[src/rtl/execute_if.sv]
// Execute-stage bundle: decode->execute inputs, execute->memory outputs, stall/flush.
`ifndef ADDR_SIZE
`define ADDR_SIZE 31
`endif
`ifndef EX_WIDTH
`define EX_WIDTH 3
`endif
`ifndef REG_DATA_SIZE
`define REG_DATA_SIZE 31
`endif
`ifndef REG_ADDR_SIZE
`define REG_ADDR_SIZE 4
`endif
`ifndef EX_INSTR_MISALIGNED
`define EX_INSTR_MISALIGNED 4'd0
`endif
`ifndef EX_ILLEGAL_INSTR
`define EX_ILLEGAL_INSTR 4'd2
`endif

interface execute_if #(parameter int XLEN = 32);
  logic [`ADDR_SIZE:0]     PC_in;
  logic [`EX_WIDTH:0]      exception_in;
  logic                    exception_in_valid;
  logic                    pipeline_in_valid;
  logic [4:0]              opcode;
  logic [2:0]              funct;
  logic                    variant;
  logic [XLEN-1:0]         op1;
  logic [XLEN-1:0]         op2;
  logic [`REG_ADDR_SIZE:0] rd_addr;
  logic [XLEN-1:0]         offset;
  logic                    nop_instr;
  logic                    stall;
  logic                    flush;

  logic [`ADDR_SIZE:0]     PC_out;
  logic [`EX_WIDTH:0]      exception_out;
  logic                    exception_out_valid;
  logic                    pipeline_out_valid;
  logic [4:0]              opcode_out;
  logic [2:0]              funct_out;
  logic [XLEN-1:0]         result;
  logic [XLEN-1:0]         mem_addr;
  logic [XLEN-1:0]         store_data;
  logic [`REG_ADDR_SIZE:0] rd_addr_out;
  logic                    rd_write_en;
  logic                    branch_taken;
  logic [`ADDR_SIZE:0]     branch_target;
  logic                    stall_out;

  modport master (
    output PC_in, exception_in, exception_in_valid, pipeline_in_valid, opcode, funct,
           variant, op1, op2, rd_addr, offset, nop_instr, stall, flush,
    input  PC_out, exception_out, exception_out_valid, pipeline_out_valid, opcode_out,
           funct_out, result, mem_addr, store_data, rd_addr_out, rd_write_en,
           branch_taken, branch_target, stall_out
  );

  modport slave (
    input  PC_in, exception_in, exception_in_valid, pipeline_in_valid, opcode, funct,
           variant, op1, op2, rd_addr, offset, nop_instr, stall, flush,
    output PC_out, exception_out, exception_out_valid, pipeline_out_valid, opcode_out,
           funct_out, result, mem_addr, store_data, rd_addr_out, rd_write_en,
           branch_taken, branch_target, stall_out
  );
endinterface

[src/rtl/execute.sv]
// Execute stage: ALU, branch/jump resolution, load/store address generation.
// Define SERIAL_SHIFT_EN for an iterative 1-bit/cycle shifter instead of the barrel shifter.
`ifndef ADDR_SIZE
`define ADDR_SIZE 31
`endif
`ifndef EX_WIDTH
`define EX_WIDTH 3
`endif
`ifndef REG_ADDR_SIZE
`define REG_ADDR_SIZE 4
`endif
`ifndef EX_INSTR_MISALIGNED
`define EX_INSTR_MISALIGNED 4'd0
`endif
`ifndef EX_ILLEGAL_INSTR
`define EX_ILLEGAL_INSTR 4'd2
`endif

module execute #(
  parameter int                  XLEN     = 32,
  parameter logic [`ADDR_SIZE:0] RESET_PC = '0
) (
  input logic      clk,
  input logic      reset,
  execute_if.slave bus
);
  localparam int AW = `ADDR_SIZE + 1;
  localparam logic [4:0] OP_LOAD   = 5'b00000, OP_STORE = 5'b01000, OP_BRANCH = 5'b11000,
                         OP_JALR   = 5'b11001, OP_JAL   = 5'b11011, OP_IMM    = 5'b00100,
                         OP_ARITH  = 5'b01100, OP_LUI   = 5'b01101, OP_AUIPC  = 5'b00101;

  logic [XLEN-1:0]    alu, n_result, n_mem_addr, n_store_data;
  logic [AW-1:0]      n_target;
  logic               n_taken, n_we, n_excv, br_cond;
  logic [`EX_WIDTH:0] n_exc;
  logic [4:0]         shamt;
  logic               is_alu;

  assign shamt  = bus.op2[4:0];
  assign is_alu = (bus.opcode == OP_ARITH) || (bus.opcode == OP_IMM);

  always_comb begin
    alu = '0;
    case (bus.funct)
      3'd0: alu = (bus.variant && bus.opcode == OP_ARITH) ? bus.op1 - bus.op2 : bus.op1 + bus.op2;
`ifndef SERIAL_SHIFT_EN
      3'd1: alu = bus.op1 << shamt;
      3'd5: alu = bus.variant ? $unsigned($signed(bus.op1) >>> shamt) : bus.op1 >> shamt;
`endif
      3'd2: alu = {{(XLEN-1){1'b0}}, $signed(bus.op1) < $signed(bus.op2)};
      3'd3: alu = {{(XLEN-1){1'b0}}, bus.op1 < bus.op2};
      3'd4: alu = bus.op1 ^ bus.op2;
      3'd6: alu = bus.op1 | bus.op2;
      3'd7: alu = bus.op1 & bus.op2;
      default: alu = '0;
    endcase
  end

  always_comb begin
    br_cond = 1'b0;
    case (bus.funct)
      3'd0: br_cond = (bus.op1 == bus.op2);
      3'd1: br_cond = (bus.op1 != bus.op2);
      3'd4: br_cond = ($signed(bus.op1) <  $signed(bus.op2));
      3'd5: br_cond = ($signed(bus.op1) >= $signed(bus.op2));
      3'd6: br_cond = (bus.op1 <  bus.op2);
      3'd7: br_cond = (bus.op1 >= bus.op2);
      default: br_cond = 1'b0;
    endcase
  end

  // Single-cycle result bundle derived straight from the decode inputs.
  always_comb begin
    n_result     = '0;
    n_mem_addr   = '0;
    n_store_data = '0;
    n_target     = '0;
    n_taken      = 1'b0;
    n_we         = 1'b0;
    n_excv       = 1'b0;
    n_exc        = '0;
    if (bus.exception_in_valid) begin
      n_excv = 1'b1;
      n_exc  = bus.exception_in;
    end else if (!bus.nop_instr) begin
      case (bus.opcode)
        OP_ARITH, OP_IMM: begin n_result = alu; n_we = 1'b1; end
        OP_LUI:   begin n_result = bus.op2; n_we = 1'b1; end
        OP_AUIPC: begin n_result = XLEN'(bus.PC_in + AW'(bus.op2)); n_we = 1'b1; end
        OP_JAL: begin
          n_target = bus.PC_in + AW'(bus.op2);
          n_taken  = 1'b1;
          n_result = XLEN'(bus.PC_in + AW'(4));
          n_we     = 1'b1;
        end
        OP_JALR: begin
          n_target = AW'(bus.op1 + bus.op2) & ~AW'(1);
          n_taken  = 1'b1;
          n_result = XLEN'(bus.PC_in + AW'(4));
          n_we     = 1'b1;
        end
        OP_BRANCH: begin
          if (bus.funct == 3'd2 || bus.funct == 3'd3) begin
            n_excv = 1'b1;
            n_exc  = `EX_ILLEGAL_INSTR;
          end else begin
            n_target = bus.PC_in + AW'(bus.offset);
            n_taken  = br_cond;
          end
        end
        OP_LOAD:  begin n_mem_addr = bus.op1 + bus.op2; n_we = 1'b1; end
        OP_STORE: begin n_mem_addr = bus.op1 + bus.offset; n_store_data = bus.op2; end
        default: ;
      endcase
      if (n_taken && n_target[1:0] != 2'b00) begin
        n_taken = 1'b0;
        n_we    = 1'b0;
        n_excv  = 1'b1;
        n_exc   = `EX_INSTR_MISALIGNED;
      end
    end
    if (bus.rd_addr == '0) n_we = 1'b0;
  end

  logic                    load_out, w_taken, w_we, w_excv;
  logic [XLEN-1:0]         w_result, w_mem_addr, w_store_data;
  logic [AW-1:0]           w_pc, w_target;
  logic [4:0]              w_op;
  logic [2:0]              w_funct;
  logic [`REG_ADDR_SIZE:0] w_rd;
  logic [`EX_WIDTH:0]      w_exc;

`ifdef SERIAL_SHIFT_EN
  typedef enum logic [1:0] {S_IDLE, S_SHIFT, S_DONE} state_t;
  state_t                  state, state_n;
  logic [XLEN-1:0]         sh_val, sh_next;
  logic [4:0]              sh_cnt;
  logic                    sh_right, sh_arith, is_shift, cap;
  logic [AW-1:0]           sh_pc;
  logic [4:0]              sh_op;
  logic [2:0]              sh_funct;
  logic [`REG_ADDR_SIZE:0] sh_rd;

  assign is_shift = is_alu && (bus.funct[1:0] == 2'b01) && !bus.exception_in_valid && !bus.nop_instr;
  assign cap      = (state == S_IDLE) && bus.pipeline_in_valid && is_shift;
  assign sh_next  = sh_right ? {sh_arith & sh_val[XLEN-1], sh_val[XLEN-1:1]}
                             : {sh_val[XLEN-2:0], 1'b0};
  // Decode keeps presenting the shift until DONE, so DONE must ignore its inputs.
  assign bus.stall_out = bus.stall || (state == S_SHIFT) || cap;

  always_ff @(posedge clk) begin
    if (reset) state <= S_IDLE;
    else       state <= state_n;
  end

  always_comb begin
    state_n = state;
    if (bus.flush) state_n = S_IDLE;
    else if (!bus.stall) begin
      case (state)
        S_IDLE:  if (cap) state_n = (shamt == 5'd0) ? S_DONE : S_SHIFT;
        S_SHIFT: if (sh_cnt == 5'd1) state_n = S_DONE;
        default: state_n = S_IDLE;
      endcase
    end
  end

  always_ff @(posedge clk) begin
    if (!bus.stall) begin
      if (cap) begin
        sh_val   <= bus.op1;
        sh_cnt   <= shamt;
        sh_right <= bus.funct[2];
        sh_arith <= bus.variant;
        sh_pc    <= bus.PC_in;
        sh_op    <= bus.opcode;
        sh_funct <= bus.funct;
        sh_rd    <= bus.rd_addr;
      end else if (state == S_SHIFT) begin
        sh_val <= sh_next;
        sh_cnt <= sh_cnt - 5'd1;
      end
    end
  end
`else
  assign bus.stall_out = bus.stall;
`endif

  always_comb begin
    load_out     = bus.pipeline_in_valid;
    w_pc         = bus.PC_in;
    w_op         = bus.opcode;
    w_funct      = bus.funct;
    w_rd         = bus.rd_addr;
    w_result     = n_result;
    w_mem_addr   = n_mem_addr;
    w_store_data = n_store_data;
    w_target     = n_target;
    w_taken      = n_taken;
    w_we         = n_we;
    w_excv       = n_excv;
    w_exc        = n_exc;
`ifdef SERIAL_SHIFT_EN
    if (state == S_DONE) begin
      load_out     = 1'b1;
      w_pc         = sh_pc;
      w_op         = sh_op;
      w_funct      = sh_funct;
      w_rd         = sh_rd;
      w_result     = sh_val;
      w_mem_addr   = '0;
      w_store_data = '0;
      w_target     = '0;
      w_taken      = 1'b0;
      w_we         = (sh_rd != '0);
      w_excv       = 1'b0;
      w_exc        = '0;
    end else if (state == S_SHIFT || is_shift) begin
      load_out = 1'b0;
    end
`else
    if (!is_alu) load_out = bus.pipeline_in_valid;
`endif
  end

  always_ff @(posedge clk) begin
    if (reset) begin
      bus.PC_out              <= RESET_PC;
      bus.exception_out       <= '0;
      bus.exception_out_valid <= 1'b0;
      bus.pipeline_out_valid  <= 1'b0;
      bus.opcode_out          <= '0;
      bus.funct_out           <= '0;
      bus.result              <= '0;
      bus.mem_addr            <= '0;
      bus.store_data          <= '0;
      bus.rd_addr_out         <= '0;
      bus.rd_write_en         <= 1'b0;
      bus.branch_taken        <= 1'b0;
      bus.branch_target       <= '0;
    end else if (bus.flush) begin
      bus.pipeline_out_valid <= 1'b0;
      bus.branch_taken       <= 1'b0;
    end else if (bus.stall) begin
      bus.branch_taken <= 1'b0;
    end else if (load_out) begin
      bus.PC_out              <= w_pc;
      bus.exception_out       <= w_exc;
      bus.exception_out_valid <= w_excv;
      bus.pipeline_out_valid  <= 1'b1;
      bus.opcode_out          <= w_op;
      bus.funct_out           <= w_funct;
      bus.result              <= w_result;
      bus.mem_addr            <= w_mem_addr;
      bus.store_data          <= w_store_data;
      bus.rd_addr_out         <= w_rd;
      bus.rd_write_en         <= w_we;
      bus.branch_taken        <= w_taken;
      bus.branch_target       <= w_target;
    end else begin
      bus.pipeline_out_valid <= 1'b0;
      bus.branch_taken       <= 1'b0;
    end
  end
endmodule

[src/flat_wrapper.sv]
// flat-port wrapper written by rule: the top's interface ports become plain ports
module execute_flat 
#(
  parameter int                  XLEN     = 32,
  parameter logic [`ADDR_SIZE:0] RESET_PC = '0
)
  (clk, reset, bus_PC_in, bus_exception_in, bus_exception_in_valid, bus_pipeline_in_valid, bus_opcode, bus_funct, bus_variant, bus_op1, bus_op2, bus_rd_addr, bus_offset, bus_nop_instr, bus_stall, bus_flush, bus_PC_out, bus_exception_out, bus_exception_out_valid, bus_pipeline_out_valid, bus_opcode_out, bus_funct_out, bus_result, bus_mem_addr, bus_store_data, bus_rd_addr_out, bus_rd_write_en, bus_branch_taken, bus_branch_target, bus_stall_out);
  execute_if #(.XLEN(XLEN)) bus_i ();
  input logic clk;
  input logic reset;
  input wire logic [$bits(bus_i.PC_in)-1:0] bus_PC_in;
  input wire logic [$bits(bus_i.exception_in)-1:0] bus_exception_in;
  input wire logic [$bits(bus_i.exception_in_valid)-1:0] bus_exception_in_valid;
  input wire logic [$bits(bus_i.pipeline_in_valid)-1:0] bus_pipeline_in_valid;
  input wire logic [$bits(bus_i.opcode)-1:0] bus_opcode;
  input wire logic [$bits(bus_i.funct)-1:0] bus_funct;
  input wire logic [$bits(bus_i.variant)-1:0] bus_variant;
  input wire logic [$bits(bus_i.op1)-1:0] bus_op1;
  input wire logic [$bits(bus_i.op2)-1:0] bus_op2;
  input wire logic [$bits(bus_i.rd_addr)-1:0] bus_rd_addr;
  input wire logic [$bits(bus_i.offset)-1:0] bus_offset;
  input wire logic [$bits(bus_i.nop_instr)-1:0] bus_nop_instr;
  input wire logic [$bits(bus_i.stall)-1:0] bus_stall;
  input wire logic [$bits(bus_i.flush)-1:0] bus_flush;
  output wire logic [$bits(bus_i.PC_out)-1:0] bus_PC_out;
  output wire logic [$bits(bus_i.exception_out)-1:0] bus_exception_out;
  output wire logic [$bits(bus_i.exception_out_valid)-1:0] bus_exception_out_valid;
  output wire logic [$bits(bus_i.pipeline_out_valid)-1:0] bus_pipeline_out_valid;
  output wire logic [$bits(bus_i.opcode_out)-1:0] bus_opcode_out;
  output wire logic [$bits(bus_i.funct_out)-1:0] bus_funct_out;
  output wire logic [$bits(bus_i.result)-1:0] bus_result;
  output wire logic [$bits(bus_i.mem_addr)-1:0] bus_mem_addr;
  output wire logic [$bits(bus_i.store_data)-1:0] bus_store_data;
  output wire logic [$bits(bus_i.rd_addr_out)-1:0] bus_rd_addr_out;
  output wire logic [$bits(bus_i.rd_write_en)-1:0] bus_rd_write_en;
  output wire logic [$bits(bus_i.branch_taken)-1:0] bus_branch_taken;
  output wire logic [$bits(bus_i.branch_target)-1:0] bus_branch_target;
  output wire logic [$bits(bus_i.stall_out)-1:0] bus_stall_out;
  assign bus_i.PC_in = bus_PC_in;
  assign bus_i.exception_in = bus_exception_in;
  assign bus_i.exception_in_valid = bus_exception_in_valid;
  assign bus_i.pipeline_in_valid = bus_pipeline_in_valid;
  assign bus_i.opcode = bus_opcode;
  assign bus_i.funct = bus_funct;
  assign bus_i.variant = bus_variant;
  assign bus_i.op1 = bus_op1;
  assign bus_i.op2 = bus_op2;
  assign bus_i.rd_addr = bus_rd_addr;
  assign bus_i.offset = bus_offset;
  assign bus_i.nop_instr = bus_nop_instr;
  assign bus_i.stall = bus_stall;
  assign bus_i.flush = bus_flush;
  assign bus_PC_out = bus_i.PC_out;
  assign bus_exception_out = bus_i.exception_out;
  assign bus_exception_out_valid = bus_i.exception_out_valid;
  assign bus_pipeline_out_valid = bus_i.pipeline_out_valid;
  assign bus_opcode_out = bus_i.opcode_out;
  assign bus_funct_out = bus_i.funct_out;
  assign bus_result = bus_i.result;
  assign bus_mem_addr = bus_i.mem_addr;
  assign bus_store_data = bus_i.store_data;
  assign bus_rd_addr_out = bus_i.rd_addr_out;
  assign bus_rd_write_en = bus_i.rd_write_en;
  assign bus_branch_taken = bus_i.branch_taken;
  assign bus_branch_target = bus_i.branch_target;
  assign bus_stall_out = bus_i.stall_out;
  execute #(.XLEN(XLEN), .RESET_PC(RESET_PC)) u_core (.clk(clk), .reset(reset), .bus(bus_i));
endmodule
[config.mk]
export PLATFORM = sky130hd
export DESIGN_NAME = execute_flat
export DESIGN_NICKNAME = d
export VERILOG_FILES = /design/src/rtl/execute_if.sv /design/src/rtl/execute.sv /design/src/flat_wrapper.sv
export SDC_FILE = /design/constraint.sdc
export NUM_CORES = 1
export LEC_CHECK = 0
export CAP_MARGIN = 20
export CORE_UTILIZATION = 30
export CTS_CLUSTER_DIAMETER = 30
export CTS_CLUSTER_SIZE = 25
export DETAILED_ROUTE_END_ITERATION = 6
export GPL_ROUTABILITY_DRIVEN = 0
export MAX_ROUTING_LAYER = met4
export PLACE_DENSITY = 0.57
export SLEW_MARGIN = 25
export SYNTH_ARGS = -nofsm -noshare
export SYNTH_HDL_FRONTEND = slang
export SYNTH_SLANG_ARGS = --single-unit
[constraint.sdc]
create_clock -name clk -period 5.7 [get_ports clk]
set_clock_uncertainty 0.2 [all_clocks]
set_input_delay 1.14 -clock clk [delete_from_list [all_inputs] [get_ports clk]]
set_output_delay 1.14 -clock clk [all_outputs]
set_load 0.01 [all_outputs]
==> flow_summary.yaml <==
die:
  fp.dieArea_sq_um: 71900
  io_pins: 335
  rows: 97
  coreArea_sq_um: 70000
  start_util: 0.303
  dieWidth_um: 268
  fp.dieH_um: 268
synthesis:
  syn_area_sq_um: 21300
  yosysTopAreaCellShare: 0.171
  ys_seq_area_frac: 0.171
  ys.warnings.count: 0
  yosys.area.top_type: "dfxtp_1"
  synth_cells: 2950
  ys_ff_latch: 181
  synth_common_cells: "nor2_1, nand2_1, a21oi_1, o21ai_0, ha_1"
  synth_cell_type_count: 87
  syn_nets: 3299
  synth_edf_count: 0
  synth.most_common_cell: "nor2_1"
  synth_area_per_cell_sq_um: 7.20
  synth_flop_cell: "dfxtp_1"
  synthArstFlopShare: 0
  synthTopCellsByArea: "dfxtp_1, ha_1, a21oi_1, nor2_1, nand2_1"
clock_tree:
  clkLatencyLatePin_ns: 0.46
  cts_sinks: 181
  cts.clk_slew.worst_paths_ns: 0.08
  cts_buffers: 17
  clockRootBuffer: "clkbuf_16"
  cts_tree: "done"
  post_cts_buffers: 0
  cts_resized: 0
  htreeDepth: 4
  hold_buffers: 0
  clk_path_buf_depth: 2
placement:
  place_ws_ns: 0.221
  dpl_cell_area_sq_um: 26200
  port_buffers: 334
  dp_hpwl_um: 85700
cells_and_area:
  drive_gt1_frac: 0.0853
  nNetsFinal: 3619
  syn2layout_area_growth_pct: 26.3
  fin_area_sq_um: 26800
  fin_util: 0.383
timing:
  hold_viol_final: 0
  rsz0062_at_grt: "no"
  fin_crit_sh: 0.898
  finalSetupViolations: 0
  finalCriticalPeriod_ns: 5.12
  worst_pin_slew_ns: 0.928
  max_slew_margin: 0.382
  drv_slew: 0
  setup_ws_ns: 0.583
  setup_tns_ns: 0
  fmax_mhz: 195
power_and_ir_drop:
  max-vdd-ir-drop_mv: 0.121
  leakagePower_nw: 10.5
  power_density_nw_per_um2: 174
drt:
  drc_errors: 0
  ant_nets: 0
  wl_per_cell_um: 25.2
  routed_wl_um: 106000
  drtIter0Drc: 3229
  vias: 25100
  vias_per_cell: 5.93
  dr.pass1.iters: 7
global_routing:
  antenna_found_initial: 5
  grt_max_degree: 78
  grt_pass1_wl_um: 154000
  grt_pass1_vias: 23200
  grt_usage: 0.295
  grt_overflow: 0
status:
  outcome: "finished, final reports clean"
critical_path:
  endpoint_kind: "register"
  required_ns: 5.82
  start_kind: "primary input"
  critPathMaxFanout: 6
  critical_path_class: "primary input to register"
  crit_arrival_ns: 5.24
hold_path:
  hold_class: "register to register"
flow_run:
  maxCapViolCount: 0
-- worst max-delay path, stage by stage --
cell	delay (ns)
clkdlybuf4s50_1	0.62
inv_1	0.22
ha_1	0.19
inv_1	0.05
fa_1	0.37
nor3b_1	0.15
nor3_1	0.18
buf_4	0.16
o2111ai_2	0.23
a2bb2oi_1	0.22
a31oi_1	0.47
o41ai_2	0.14
a21oi_1	0.31
mux2i_1	0.12
a211oi_1	0.35
o311a_1	0.22
o211ai_1	0.08
-- through the flow --
stage / total power, mW / hold WS [ns] / cells
after floorplan: 2.58 / 0.274 / 2950
after global placement: 3.37 / 0.239 / 4191
after detailed placement: 3.36 / 0.243 / 4191
after CTS: 4.62 / 0.257 / 4223
after global routing: 4.86 / 0.277 / 4227
final: 4.67 / 0.254 / 4231
-- sequential cells by signal (all words and copies together) (netlist names) --
register                        cells
u_core.bus.PC_out                  32
u_core.bus.branch_target           32
u_core.bus.mem_addr                32
u_core.bus.result                  32
u_core.bus.store_data              32
u_core.bus.opcode_out               5
u_core.bus.rd_addr_out              5
u_core.bus.exception_out            4
u_core.bus.funct_out                3
u_core.bus.branch_taken             1
u_core.bus.exception_out_valid      1
u_core.bus.pipeline_out_valid       1
u_core.bus.rd_write_en              1
-- cell usage in the layout (no fill, tap or decap), types with 51 or more instances in the layout --
cell	count
o21ai_0	198
inv_1	107
nand2_1	311
mux2i_1	77
a21o_1	67
buf_4	160
clkdlybuf4s50_1	325
dfxtp_1	181
nand3_1	57
ha_1	191
nor2_1	332
a211oi_1	60
xor2_1	51
xnor2_1	116
a21oi_1	307
a22oi_1	80
-- worst paths after layout --
kind         depth (start not counted)                  start  slack, ns               endpoint
max                                 17             bus_op1[0]       0.58  u_core.bus.result[30]
min                                  2   u_core.bus.result[6]       0.25   u_core.bus.result[6]
max reg2reg                          6  u_core.bus.result[29]       3.81  u_core.bus.result[29]
min reg2reg                          2   u_core.bus.result[6]       0.25   u_core.bus.result[6]
-- power breakdown --
| part | switching, mW | internal, mW | leakage (nW) |
|---|---|---|---|
| Combinational | 1.32 | 0.803 | 8.71 |
| Clock | 0.635 | 0.626 | 0.292 |
| Sequential | 0.00661 | 1.28 | 1.46 |
-- metal layers --
layer  routed length, um  global-route usage  up-vias
met5                   0                   -        -
met4                5560               0.137        0
met3                8870              0.0471      296
met2               47900               0.458     1428
met1               44100               0.374    11900
li1                    -                   -    11500
-- cell type report --
class	count	area (sq um)
well taps	940	1180
clock buffers	17	425
flip-flops and latches	181	3620
fillers	7374	43200
clock inverters	15	165
diodes	8	20.0
multi-input cells	2462	16500
repair buffers	493	4510
inverters	115	432
-- cell families after synthesis --
logic type | after synthesis | synth area share
AO/OA/AOI/OAI | 1075 | 0.328
XOR/XNOR | 167 | 0.0688
adder cells (fa/ha/maj) | 196 | 0.117
buffers and inverters | 307 | 0.0560
flip-flops | 181 | 0.171
multiplexers | 124 | 0.0734
AND/OR/NAND/NOR | 900 | 0.186
Note: power is estimated with default switching activity, not from simulation.
